[src/rtl/trans_block_packer.sv]
// Buffers validated 128-bit transactions and serialises them as 32-bit words on
// a valid/ready stream. A 2-word block summary (count, amount) is inserted whenever a block closes.
module trans_block_packer #(
  parameter int          FIFO_DEPTH = 16,
  parameter logic [7:0]  SUM_TAG    = 8'hB5
) (
  input  logic         clk,
  input  logic         rst,
  input  logic [127:0] data_i,
  input  logic         valid_i,
  input  logic         flush_i,
  output logic [31:0]  word_o,
  output logic         word_valid_o,
  input  logic         word_ready_i,
  output logic         overflow_o,
  output logic [15:0]  blk_count_o
);

  localparam int AW = $clog2(FIFO_DEPTH);

  typedef enum logic [2:0] {IDLE, SUM0, SUM1, TX0, TX1, TX2, TX3} state_t;

  // Output stream: a word transfers on a rising edge where word_valid_o and
  // word_ready_i are both high. Valid depends only on registered state, and
  // word_o/word_valid_o hold their values while valid is high and ready is low.

  state_t        state_q, state_d;
  logic [127:0]  mem_q [FIFO_DEPTH];
  logic [AW-1:0] wr_ptr_q, rd_ptr_q;
  logic [AW:0]   count_q;
  logic [127:0]  frame_q, frame_d;
  logic [15:0]   tx_cnt_q, tx_cnt_d;
  logic [31:0]   amt_sum_q, amt_sum_d;
  logic [15:0]   blk_count_q, blk_count_d;
  logic          flush_pend_q, flush_clr;
  logic          overflow_q;

  logic          full, empty, push, pop, hs;
  logic [127:0]  head;
  logic [32:0]   sum_ext;

  assign full    = (count_q == (AW+1)'(FIFO_DEPTH));
  assign empty   = (count_q == '0);
  assign push    = valid_i & ~full;
  assign head    = mem_q[rd_ptr_q];
  assign hs      = word_valid_o & word_ready_i;
  assign sum_ext = {1'b0, amt_sum_q} + {11'b0, head[31:10]};

  always_ff @(posedge clk) begin
    if (push) mem_q[wr_ptr_q] <= data_i;
  end

  always_ff @(posedge clk) begin
    if (rst) begin
      wr_ptr_q     <= '0;
      rd_ptr_q     <= '0;
      count_q      <= '0;
      state_q      <= IDLE;
      frame_q      <= '0;
      tx_cnt_q     <= '0;
      amt_sum_q    <= '0;
      blk_count_q  <= '0;
      flush_pend_q <= 1'b0;
      overflow_q   <= 1'b0;
    end else begin
      if (push) wr_ptr_q <= wr_ptr_q + AW'(1);
      if (pop)  rd_ptr_q <= rd_ptr_q + AW'(1);
      case ({push, pop})
        2'b10:   count_q <= count_q + (AW+1)'(1);
        2'b01:   count_q <= count_q - (AW+1)'(1);
        default: count_q <= count_q;
      endcase
      state_q      <= state_d;
      frame_q      <= frame_d;
      tx_cnt_q     <= tx_cnt_d;
      amt_sum_q    <= amt_sum_d;
      blk_count_q  <= blk_count_d;
      // A new flush request in the same cycle as a clear stays pending.
      flush_pend_q <= (flush_pend_q & ~flush_clr) | flush_i;
      if (valid_i & full) overflow_q <= 1'b1;
    end
  end

  always_comb begin
    state_d     = state_q;
    pop         = 1'b0;
    frame_d     = frame_q;
    tx_cnt_d    = tx_cnt_q;
    amt_sum_d   = amt_sum_q;
    blk_count_d = blk_count_q;
    flush_clr   = 1'b0;
    case (state_q)
      IDLE: begin
        if (!empty) begin
          // A block_start head closes the open block before it is framed.
          if (head[9] && (tx_cnt_q != '0)) begin
            state_d = SUM0;
          end else begin
            pop       = 1'b1;
            frame_d   = head;
            tx_cnt_d  = (tx_cnt_q == 16'hFFFF) ? tx_cnt_q : tx_cnt_q + 16'd1;
            amt_sum_d = sum_ext[32] ? 32'hFFFF_FFFF : sum_ext[31:0];
            state_d   = TX0;
          end
        end else if (flush_pend_q) begin
          if (tx_cnt_q != '0) state_d = SUM0;
          else                flush_clr = 1'b1;
        end
      end
      SUM0: if (hs) state_d = SUM1;
      SUM1: begin
        if (hs) begin
          tx_cnt_d    = '0;
          amt_sum_d   = '0;
          blk_count_d = blk_count_q + 16'd1;
          flush_clr   = 1'b1;
          state_d     = IDLE;
        end
      end
      TX0: if (hs) state_d = TX1;
      TX1: if (hs) state_d = TX2;
      TX2: if (hs) state_d = TX3;
      TX3: if (hs) state_d = IDLE;
      default: state_d = IDLE;
    endcase
  end

  always_comb begin
    word_o = '0;
    case (state_q)
      SUM0:    word_o = {SUM_TAG, 8'h00, tx_cnt_q};
      SUM1:    word_o = amt_sum_q;
      TX0:     word_o = frame_q[127:96];
      TX1:     word_o = frame_q[95:64];
      TX2:     word_o = frame_q[63:32];
      TX3:     word_o = frame_q[31:0];
      default: word_o = '0;
    endcase
  end

  assign word_valid_o = (state_q != IDLE);
  assign overflow_o   = overflow_q;
  assign blk_count_o  = blk_count_q;

endmodule

[config.mk]
export PLATFORM = sky130hd
export DESIGN_NAME = trans_block_packer
export DESIGN_NICKNAME = d
export VERILOG_FILES = /design/src/rtl/trans_block_packer.sv
export SDC_FILE = /design/constraint.sdc
export NUM_CORES = 2
export LEC_CHECK = 0
export CORE_MARGIN = 8
export CORE_UTILIZATION = 45
export CTS_CLUSTER_DIAMETER = 200
export CTS_CLUSTER_SIZE = 10
export DETAILED_ROUTE_END_ITERATION = 6
export PLACE_DENSITY = 0.67
export SLEW_MARGIN = 20
export SYNTH_ARGS = -nofsm -noshare
export SYNTH_HDL_FRONTEND = slang
export SYNTH_SLANG_ARGS = --single-unit
[constraint.sdc]
create_clock -name clk -period 24 [get_ports clk]
set_input_delay 3.6 -clock clk [delete_from_list [all_inputs] [get_ports clk]]
set_output_delay 3.6 -clock clk [all_outputs]
set_load 0.02 [all_outputs]
==> results.toml <==
[grt]
grt_overflow_total = 0
antenna_found_initial = 31
grt_use_total = 0.1997
grt_pass1_vias = 43780
grt_max_degree = 146
grt_pass1_wl_mm = 308.8

[critical_path]
worstPathRequired_ns = 20.40
cp-startpoint = "state_q[0]$_SDFFE_PP0P_"
end_kind = "primary output"
arrival_ns = 4.54
criticalPathCategory = "flop to primary output"
startpoint_type = "flop"
cp_max_fo = 35

[sta]
period_share = 0.3390
finalCriticalPeriod_ns = 8.136
setup_viol = 0
skew_ns = 0.04637
finalHoldViolCount = 0
worst_slew_pin_slew_ns = 1.154
grt_setup_unrepaired = "no"
timing.slew.headroom = 0.2306
fin_tns_setup_ns = 0
clock.fmax_mhz = 122.9
drv_slew = 0

[routing]
wirelength_mm = 212.6
vias_per_cell = 6.037
drc = 0
wire_per_inst_um = 29.77
detail_route.iter0.violations = 4278
ant_nets = 0
firstDrtPassIters = 6
via_count = 43110

[synthesis]
synth_flop_cell = "edfxtp_1"
ys_seq_area_frac = 0.7534
yosysTopAreaCellShare = 0.7043
ys_ff_latch = 2262
synth_area_mm2 = 0.08731
yosys-top-cells-area = "edfxtp_1, mux4_2, dfxtp_1, nand2_1, a21oi_1"
syn_inst = 4224
synth_top_area_cell = "edfxtp_1"
synth_cell_type_count = 74
synth_edf_count = 2048
ys_warn_count = 0
async_reset_ff_frac = 0
synth_fp_nets = 4393
syn_area_per_cell_um2 = 20.67

[clocking]
hold_buffers = 0
cts_root_buf = "clkbuf_16"
clock_sinks = 2262
cts-htree-levels = 5
clk_pin_slew_ns = 0.06
insertion_delay_ns = 0.91
cts_tree = "built"
cts_resized = 0
clock_path_buffers = 4
cts_buffers = 276
cts_setup_buffers = 0

[placed_design]
io_buffers = 182
dp_hpwl_mm = 120.8
place_congestion = 0.8629
dpl_cell_area_mm2 = 0.09223

[layout]
fin_area_mm2 = 0.09965
nNetsFinal = 4692
multi_input_area_mm2 = 0.02058
seq_area_mm2 = 0.06580
layout-drive-gt1-share = 0.2284
area_growth_pct = 14.13
fillCellCount = 14820

[min_path]
hp-start = "frame_q[53]$_SDFFE_PP0P_"
min_path_type = "flop to flop"

[power_and_ir_drop]
ir_drop_mv = 0.08172
powerDensity_mw_per_mm2 = 103.1
p_leak_uw = 0.03043

[job]
drv_cap = 0

[die]
die_y_um = 456.5
ios = 183
start_util = 0.4534
core.rowCount = 161
dieArea_mm2 = 0.2084
fp.coreArea_mm2 = 0.1926
die_w_um = 456.5

[status]
outcome = "finished clean"
worst max-delay path: stages, from the launching register on:
cell	delay, ns
dfxtp_2	0.95
nor2b_2	0.55
buf_4	0.35
and2_1	0.57
a221o_1	0.50
clkdlybuf4s50_1	0.69
final timing paths:
check	endpoint	slack, ns	depth (start not counted)
min	frame_q[53]$_SDFFE_PP0P_	0.46	2
max	word_o[6]	15.86	5
max reg2reg	amt_sum_q[29]$_SDFFE_PP0P_	17.77	14
min reg2reg	frame_q[53]$_SDFFE_PP0P_	0.46	2
cells in the final DEF, fill, tap and decap left out, types with 16 or more instances in the layout:
cell type | netlist | routed
mux4_2 | 637 | 637
dfxtp_1 | 214 | 207
a22oi_1 | 19 | 19
clkdlybuf4s50_1 | 0 | 181
clkbuf_1 | 177 | 74
mux2i_1 | 21 | 21
inv_1 | 29 | 29
xnor2_1 | 28 | 28
ha_1 | 34 | 34
buf_4 | 10 | 64
nor2_1 | 93 | 80
o21ai_0 | 40 | 40
edfxtp_1 | 2048 | 2048
a21oi_1 | 195 | 195
a221oi_1 | 16 | 16
nand2_1 | 343 | 343
clkbuf_16 | 0 | 283
xor2_1 | 21 | 21
a221o_1 | 22 | 22
power by group:
| group | total (uW) | internal, uW | switching (uW) |
|---|---|---|---|
| combinational | 2000 | 833 | 1160 |
| clock | 3550 | 2110 | 1440 |
| sequential | 4730 | 4540 | 183 |
cells by family after synthesis:
| family | count (synthesis) | share of synthesized area |
|---|---|---|
| buffers and inverters | 268 | 0.01255 |
| adders and majority gates | 36 | 0.005331 |
| muxes | 665 | 0.1676 |
| AOI/OAI and AO/OA | 385 | 0.02823 |
| and+or+nand+nor | 559 | 0.02794 |
| xor gates and xnor gates | 49 | 0.004915 |
| DFF | 2262 | 0.7534 |
stage by stage:
step                      cells    util  worst slack [ns]  total power (uW)  hold slack (ns)
final                      7141  0.5174             15.86             10270           0.4555
after global routing       7133  0.5173             15.72             10640           0.4758
after CTS                  7132  0.5173             15.84             10360           0.4548
after detailed placement   6771  0.4789             15.61              6815           0.4477
after global placement     6770  0.4788             15.63              6795           0.4445
after floorplan            4224       -             10.30              6112           0.4312
metal layers:
layer / up-vias / share of wire / global-route usage
li1: 17980 / - / -
met1: 23010 / 0.40 / 0.2713
met2: 1748 / 0.49 / 0.3264
met3: 365 / 0.074 / 0.04385
met4: 12 / 0.029 / 0.05997
met5: - / 0.00036 / 0
sequential cells by signal, summed over array words and instances, names as in the netlist, named ones only:
signal,count
count_q,5
amt_sum_q,32
flush_pend_q,1
overflow_o,1
mem_q,2048
wr_ptr_q,4
blk_count_o,16
rd_ptr_q,4
state_q,3
frame_q,128
tx_cnt_q,16
synthesized netlist by cell type, drive strengths merged, types with 4 or more instances:
master and instances:
nor4 10, o21ai 43, and3 9, edfxtp 2048
nor2b 12, a22oi 19, xnor2 28, a211oi 8
xor2 21, a21oi 195, nand3b 5, a31oi 10
o21bai 4, a21o 13, nor3 18, ha 34
a221o 22, a221oi 17, mux2i 21, dfxtp 214
o211ai 9, or3 6, a22o 13, mux4 637
inv 30, a32oi 6, and4 6, nor2 93
clkbuf 177, nand2 343, nand4 12, buf 61
nand2b 15, mux2 7, nand3 15
layout make-up:
class / count / area share
Sequential cell: 2262 / 0.6603
Inverter: 30 / 0.001180
Clock inverter: 4 / 0.0003516
Antenna cell: 9 / 0.0002260
Multi-Input combinational cell: 1694 / 0.2065
Timing Repair Buffer: 259 / 0.02580
Clock buffer: 357 / 0.07385
Tap cell: 2526 / 0.03172
Note: power is estimated with default switching activity, not from simulation.
